## src/rtl/bus_control_unit.sv

```systemverilog
// bus_control_unit: Moore FSM sequencing fetch, decode and execute for a
// 16-bit accumulator datapath sharing a single bus.
// Optional macro CU_MEM_WAIT_EN: when defined, E2 of LDAC/STAC is stretched
// until dm_ready is high; when undefined, E2 lasts exactly one cycle.
module bus_control_unit (
  input  logic        clk,
  input  logic        rst_n,
  input  logic [15:0] bus,
  input  logic        z_flag,
  input  logic        dm_ready,
  output logic        PC_read_en,
  output logic        AR_read_en,
  output logic        AC_read_en,
  output logic        R_read_en,
  output logic        IM_read_en,
  output logic        DM_read_en,
  output logic        DR_read_en,
  output logic        PC_write_en,
  output logic        AR_write_en,
  output logic        AC_write_en,
  output logic        R_write_en,
  output logic        DR_write_en,
  output logic        DM_write_en,
  output logic        PC_inc_en,
  output logic        alu_en,
  output logic [1:0]  alu_op,
  output logic        halted
);

  typedef enum logic [2:0] {
    IDLE = 3'd0,
    F1   = 3'd1,
    F2   = 3'd2,
    DEC  = 3'd3,
    E1   = 3'd4,
    E2   = 3'd5,
    HALT = 3'd6
  } state_t;

  localparam logic [3:0] OP_NOP   = 4'd0;
  localparam logic [3:0] OP_LDAC  = 4'd1;
  localparam logic [3:0] OP_STAC  = 4'd2;
  localparam logic [3:0] OP_MVACR = 4'd3;
  localparam logic [3:0] OP_MVRAC = 4'd4;
  localparam logic [3:0] OP_ADD   = 4'd5;
  localparam logic [3:0] OP_SUB   = 4'd6;
  localparam logic [3:0] OP_JMP   = 4'd7;
  localparam logic [3:0] OP_JMPZ  = 4'd8;
  localparam logic [3:0] OP_INC   = 4'd9;
  localparam logic [3:0] OP_HALT  = 4'd15;

  state_t     state, state_nx;
  logic [3:0] opcode, opcode_nx;
  logic       mem_done;

  // Only the opcode field of the bus matters here; the operand bits (and
  // dm_ready in the single-cycle memory build) are deliberately ignored.
  logic unused_inputs;
  assign unused_inputs = ^{bus[11:0], dm_ready};

`ifdef CU_MEM_WAIT_EN
  assign mem_done = dm_ready;
`else
  assign mem_done = 1'b1;
`endif

  // State and opcode registers; reset abandons any instruction in flight.
  always_ff @(posedge clk or negedge rst_n) begin
    if (!rst_n) begin
      state  <= IDLE;
      opcode <= 4'd0;
    end else begin
      state  <= state_nx;
      opcode <= opcode_nx;
    end
  end

  // Next-state and Moore output decode from the current state and latched opcode.
  always_comb begin
    state_nx    = state;
    opcode_nx   = opcode;
    PC_read_en  = 1'b0;
    AR_read_en  = 1'b0;
    AC_read_en  = 1'b0;
    R_read_en   = 1'b0;
    IM_read_en  = 1'b0;
    DM_read_en  = 1'b0;
    DR_read_en  = 1'b0;
    PC_write_en = 1'b0;
    AR_write_en = 1'b0;
    AC_write_en = 1'b0;
    R_write_en  = 1'b0;
    DR_write_en = 1'b0;
    DM_write_en = 1'b0;
    PC_inc_en   = 1'b0;
    alu_en      = 1'b0;
    alu_op      = 2'b00;
    halted      = 1'b0;
    case (state)
      IDLE: state_nx = F1;
      F1: begin
        PC_read_en  = 1'b1;
        AR_write_en = 1'b1;
        state_nx    = F2;
      end
      F2: begin
        IM_read_en  = 1'b1;
        DR_write_en = 1'b1;
        PC_inc_en   = 1'b1;
        opcode_nx   = bus[15:12];
        state_nx    = DEC;
      end
      DEC: begin
        case (opcode)
          OP_LDAC, OP_STAC, OP_MVACR, OP_MVRAC,
          OP_ADD, OP_SUB, OP_JMP, OP_INC: state_nx = E1;
          OP_JMPZ: state_nx = z_flag ? E1 : F1;
          OP_HALT: state_nx = HALT;
          default: state_nx = F1;
        endcase
      end
      E1: begin
        state_nx = F1;
        case (opcode)
          OP_LDAC, OP_STAC: begin
            DR_read_en  = 1'b1;
            AR_write_en = 1'b1;
            state_nx    = E2;
          end
          OP_MVACR: begin
            AC_read_en = 1'b1;
            R_write_en = 1'b1;
          end
          OP_MVRAC: begin
            R_read_en   = 1'b1;
            AC_write_en = 1'b1;
          end
          OP_ADD: begin
            alu_en = 1'b1;
            alu_op = 2'b00;
          end
          OP_SUB: begin
            alu_en = 1'b1;
            alu_op = 2'b01;
          end
          OP_INC: begin
            alu_en = 1'b1;
            alu_op = 2'b10;
          end
          OP_JMP, OP_JMPZ: begin
            DR_read_en  = 1'b1;
            PC_write_en = 1'b1;
          end
          default: state_nx = F1;
        endcase
      end
      E2: begin
        state_nx = mem_done ? F1 : E2;
        if (opcode == OP_LDAC) begin
          DM_read_en  = 1'b1;
          AC_write_en = 1'b1;
        end else if (opcode == OP_STAC) begin
          AC_read_en  = 1'b1;
          DM_write_en = 1'b1;
        end
      end
      HALT: halted = 1'b1;
      default: state_nx = IDLE;
    endcase
  end

endmodule
```

## config.mk

```make
export PLATFORM = sky130hd
export DESIGN_NAME = bus_control_unit
export DESIGN_NICKNAME = d
export VERILOG_FILES = /design/src/rtl/bus_control_unit.sv
export SDC_FILE = /design/constraint.sdc
export NUM_CORES = 1
export LEC_CHECK = 0
export ABC_AREA = 1
export BUFFER_PORTS_ARGS = -buffer_cell sky130_fd_sc_hd__buf_2
export CORE_UTILIZATION = 26
export CTS_BUF_LIST = sky130_fd_sc_hd__clkbuf_2
export CTS_CLUSTER_SIZE = 24
export DETAILED_ROUTE_END_ITERATION = 6
export MAX_ROUTING_LAYER = met4
export PLACE_DENSITY_LB_ADDON = 0.12
export SYNTH_ARGS = -nofsm -noshare
export SYNTH_HDL_FRONTEND = slang
export SYNTH_SLANG_ARGS = --single-unit
```

## constraint.sdc

```tcl
create_clock -name clk -period 1.1 [get_ports clk]
set_clock_uncertainty 0.05 [all_clocks]
set_input_delay 0.055 -clock clk [delete_from_list [all_inputs] [get_ports clk]]
set_output_delay 0.055 -clock clk [all_outputs]
set_load 0.05 [all_outputs]
```

### Word-level counts from Yosys, hierarchy flattened

Index checks and enable logic that the tools add are counted.

| storage, ports and cells | value |
|---|---|
| flip-flop bits (word level) | 7 |
| input port bits | 20 |
| output and inout bits | 18 |
| word-level logic and storage cells | 53 |

| cells by class | value |
|---|---|
| equality and inequality tests | 16 |
| muxes and demuxes | 28 |
| reductions and logical operators | 7 |

Operators by type and width:

| cell | number |
|---|---|
| 1-bit 2-to-1 mux | 19 |
| 3-bit case mux with 6 select lines | 1 |
| 4-bit by 3-bit == test with 1-bit output (second input constant) | 4 |
| 4-bit == test (second input constant) | 3 |
| 3-bit == test (second input constant) | 3 |
| 3-bit case mux with 3 select lines | 1 |
| 4-bit by 2-bit == test with 1-bit output (second input constant) | 2 |
| 8-bit OR reduction | 1 |
| 3-bit by 2-bit == test with 1-bit output (second input constant) | 2 |
| 3-bit 2-to-1 mux | 2 |
| 1-bit case mux with 2 select lines | 3 |
| 2-bit OR reduction | 3 |
| 4-bit by 1-bit == test with 1-bit output (second input constant) | 1 |
| 2-bit case mux with 2 select lines | 1 |
| 4-bit OR reduction | 1 |
| 3-bit by 1-bit == test with 1-bit output (second input constant) | 1 |
| 3-bit zero test | 1 |
| 3-bit OR reduction | 1 |
| 2-bit 2-to-1 mux | 1 |

### Depth between registers and ports, before layout

| logic depth | value |
|---|---|
| depth after elaboration | 4 |
| gate-level depth with buffers | 7 |

### Worst setup path before layout

OpenSTA, ideal clock, no wires.

| timing path | value |
|---|---|
| path type | reg2out |
| from | register opcode[1] |
| to | output port alu_op[1] |
| data arrival time | 2169 ps |
| required time | 995 ps |
| slack | -1174 ps |
| cell stages (with the launch flop) | 5 |
| buffers on the path | 1 |
| cells stage by stage | dfrtp_1 buf_2 nor2_1 inv_1 nor4_1 |

| on the way | value |
|---|---|
| longest elaborated chain between the ends | 3 |
| elaborated cells between the ends (all ways) | 4 |
| classes of those cells | eq/ne (2); mux (2) |

RTL lines:

| what | line | RTL |
|---|---|---|
| start, declared | 53 | `logic [3:0] opcode, opcode_nx;` |
| start signal, assigned | 74 | `opcode <= opcode_nx;` |
| 4-bit == test or 4-bit by 3-bit == test with 1-bit output (tied branches) | 124 | `case (opcode)` |
| 2-bit case mux with 2 select lines (*) | 124 |  |
| 2-bit 2-to-1 mux (*) | 99 | `case (state)` |
| end, declared | 26 | `output logic [1:0] alu_op,` |

Mark *: on every way between the ends. The rest lies on a longest branch, timed or not.

### Worst setup path after layout

| timing path | value |
|---|---|
| from | register opcode[3] |
| to | output port alu_en |

| on the way | value |
|---|---|
| longest elaborated chain between the ends | 4 |
| elaborated cells between the ends (all ways) | 6 |
| classes of those cells | eq/ne (3); mux (2); reduce/logical (1) |

RTL lines:

| what | line | RTL |
|---|---|---|
| 4-bit == test or 4-bit by 3-bit == test with 1-bit output (tied branches) | 124 |  |
| 3-bit OR reduction (no line) (*) | -- |  |
| 1-bit 2-to-1 mux (*) | 124 |  |
| 1-bit 2-to-1 mux (*) | 99 |  |
| end, declared | 25 | `output logic alu_en,` |

Marked as above.

==> flow_metrics.env <==
export IMPL_status="complete, but fails checks"
export IMPL_failing_checks="negative setup slack"
export IMPL_synth_lib_cells_used_distinct=22
export IMPL_globalRoute_totalOverflow=0
export IMPL_ir_drop_mv=2.14
export IMPL_antenna_found_initial=0
export IMPL_post_route_drc_count=0
export IMPL_layout_setup_ws_ns=-0.444
export IMPL_synth_largest_area_cell="sky130_fd_sc_hd__dfrtp_1"
export IMPL_boundaryPins=38
export IMPL_post_dp_cell_area_um2=890
export IMPL_cp_start_kind="register"
export IMPL_portion_of_synthesized_cell_area_occupied_by_the_leading_cell_type_pct=33.0
export IMPL_wire_length_of_the_first_global_routing_pass_mm=2.75
export IMPL_die_w_um=47.2
export IMPL_synth_enable_flop_cells=0
export IMPL_critPathRequiredTime_ns=1.00
export IMPL_clock_latency_ns=0.23
export IMPL_ys_warn_count=0
export IMPL_clock_fmax_ghz=0.648
export IMPL_hold_violations_final=0
export IMPL_diodes=0
export IMPL_drt_iter0_drc=6
export IMPL_final_layout_size_suffix_gt1_share_pct=81.0
export IMPL_grt_total_usage_pct=19.0
export IMPL_postLayoutCellArea_um2=1430
export IMPL_timing_critical_path_arrival_ns=1.44
export IMPL_detail_route_antenna_nets=0
export IMPL_clock_sinks=7
export IMPL_gp_congestion=0.745
export IMPL_dp_hpwl_mm=1.17
export IMPL_cell_row_count=15
export IMPL_maxCapViolations=0
export IMPL_area_delta_synth_final_pct=170
export IMPL_tritoncts="yes"
export IMPL_nNetsFinal=163
export IMPL_final_period_util_pct=140
export IMPL_detailroute_via_count=796
export IMPL_synth_top_cells_by_area="sky130_fd_sc_hd__dfrtp_1 (33%), sky130_fd_sc_hd__nand2_1 (11%), sky130_fd_sc_hd__nor2_1 (7.8%)"
export IMPL_cts_root_buffer="sky130_fd_sc_hd__clkbuf_2"
export IMPL_cts_inserted_buffers=3
export IMPL_grt_start_max_net_pins=8
export IMPL_synth_ff_type="sky130_fd_sc_hd__dfrtp_1"
export IMPL_synth_cell_area_um2=531
export IMPL_synth_cells=79
export IMPL_postSynthRegisterBits=7
export IMPL_power_per_cell_area_nw_per_um2=2900
export IMPL_post_route_min_period_ns=1.54
export IMPL_synthesis_area_per_instance_um2=6.72
export IMPL_hold_class="primary input to async pin"
export IMPL_path_max_fanout=4
export IMPL_footprint_of_the_multi_input_gates_um2=526
export IMPL_routed_wire_length_per_instance_um=12.8
export IMPL_die_area_um2=2230
export IMPL_final_max_slew_violation_count=0
export IMPL_clk_pin_slew_worst_paths_ns=0.07
export IMPL_floorplan_die_height_um=47.2
export IMPL_end_kind="primary output"
export IMPL_avgViaCountPerCell=4.77
export IMPL_cts_path_max_buffers=2
export IMPL_synth_sequential_area_ratio_pct=33.0
export IMPL_area_sequential_um2=179
export IMPL_layout_filler_cell_count=122
export IMPL_via_count_of_the_first_global_routing_pass=665
export IMPL_coreArea_um2=1820
export IMPL_worst_reg2reg_path_length_in_cells=5
export IMPL_critPathKind="register to primary output"
export IMPL_post_synth_top_cells="sky130_fd_sc_hd__nand2_1 (16), sky130_fd_sc_hd__nor2_1 (11), sky130_fd_sc_hd__inv_1 (9)"
export IMPL_async_reset_ff_share_pct=100
export IMPL_floorplan_initialDensity_pct=29.1
export IMPL_synth_most_common_cell="sky130_fd_sc_hd__nand2_1"
export IMPL_drt_total_wl_mm=2.14
export IMPL_synth_nets=99
export IMPL_leakage_nw=0.645
export IMPL_port_buffer_count=23
export IMPL_total_negative_slack_ns=-7.05
export IMPL_setup_violations=24
export IMPL_cts_h_tree_depth=1
export IMPL_rsz0062_at_grt="true"
export IMPL_firstDrtPassIters=3
==> cells in the final DEF, fill, tap and decap left out, drive strengths merged <==
master | synthesis | final
a21o | 1 | 1
a21oi | 1 | 1
buf | 5 | 59
clkbuf | 0 | 4
conb | 1 | 1
dfrtp | 7 | 7
dlygate4sd3 | 0 | 5
inv | 10 | 10
nand2 | 16 | 16
nand3 | 8 | 8
nand4 | 2 | 2
nor2 | 14 | 14
nor3 | 1 | 1
nor3b | 1 | 1
nor4 | 1 | 1
o211ai | 1 | 1
o21ai | 7 | 7
o21bai | 1 | 1
o22ai | 1 | 1
or2 | 1 | 1
==> sequential cells by signal, indices dropped and copies added (netlist names) <==
register and cells:
opcode 4, state 3
==> what timing repair did <==
item / in CTS / in global routing
setup endpoints to repair: 24 / 24
hold endpoints to repair: 11 / 0
setup buffers: 9 / 7
hold buffers: 5 / 0
resized for setup: 66 / 39
pin swaps: 6 / 10
==> per-stage QoR <==
| stage | hold WS, ns | worst slack (ns) | total power [mW] | util (%) | instances |
|---|---|---|---|---|---|
| after floorplan | -0.291 | -0.520 | 1.85 | - | 79 |
| after global placement | -0.154 | -0.246 | 2.49 | 48.9 | 143 |
| after detailed placement | -0.153 | -0.272 | 2.50 | 48.9 | 143 |
| after CTS | 0.119 | -0.433 | 3.46 | 68.1 | 161 |
| after global routing | 0.108 | -0.520 | 4.39 | 78.7 | 167 |
| final | 0.132 | -0.444 | 4.15 | 78.7 | 167 |
==> kinds of logic (layout without fill, tap and decap cells) <==
group                  after synthesis  after routing  share of synthesized area (%)
AND/OR/NAND/NOR                     44             44                           40.1
buffers and inverters               15             78                           13.2
flip-flops                           7              7                           33.0
other                                1              1                          0.707
AO/OA/AOI/OAI                       12             12                           13.0
==> worst max-delay path, stage by stage, from the launching register on <==
cell	delay, ns
sky130_fd_sc_hd__dfrtp_1	0.44
sky130_fd_sc_hd__nor2_4	0.09
sky130_fd_sc_hd__buf_4	0.13
sky130_fd_sc_hd__buf_4	0.13
sky130_fd_sc_hd__nor2_4	0.09
sky130_fd_sc_hd__o21ai_2	0.07
sky130_fd_sc_hd__o21bai_4	0.11
sky130_fd_sc_hd__buf_6	0.17
==> where the power goes <==
group	internal [mW]	switching, mW
logic	1.58	1.83
clock network	0.0967	0.0922
registers	0.391	0.165
==> metal layers <==
metal | wire (um) | share of wire, % | track usage [%]
met5 | 0 | 0 | -
met3 | 78 | 3.6 | 3.46
met1 | 795 | 37 | 21.2
met2 | 1170 | 55 | 30.3
met4 | 93 | 4.3 | 13.7
==> cell type report <==
class,instances,share of cell area (%)
well taps,25,2.18
inverters,10,2.79
repair buffers,64,44.5
flip-flops and latches,7,12.5
clock buffers,4,1.40
multi-input cells,57,36.7
==> worst paths after layout <==
check | to | slack, ns | start
worst max-delay path | alu_en | -0.44 | opcode[3]
worst min-delay path | state[2] | 0.13 | rst_n
worst max register to register | state[0] | -0.26 | opcode[1]
worst min register to register | opcode[1] | 0.64 | opcode[1]
max in group asynchronous | opcode[2] | 0.70 | rst_n
min in group clk | state[2] | 0.18 | z_flag
(Power assumes the default switching activity.)
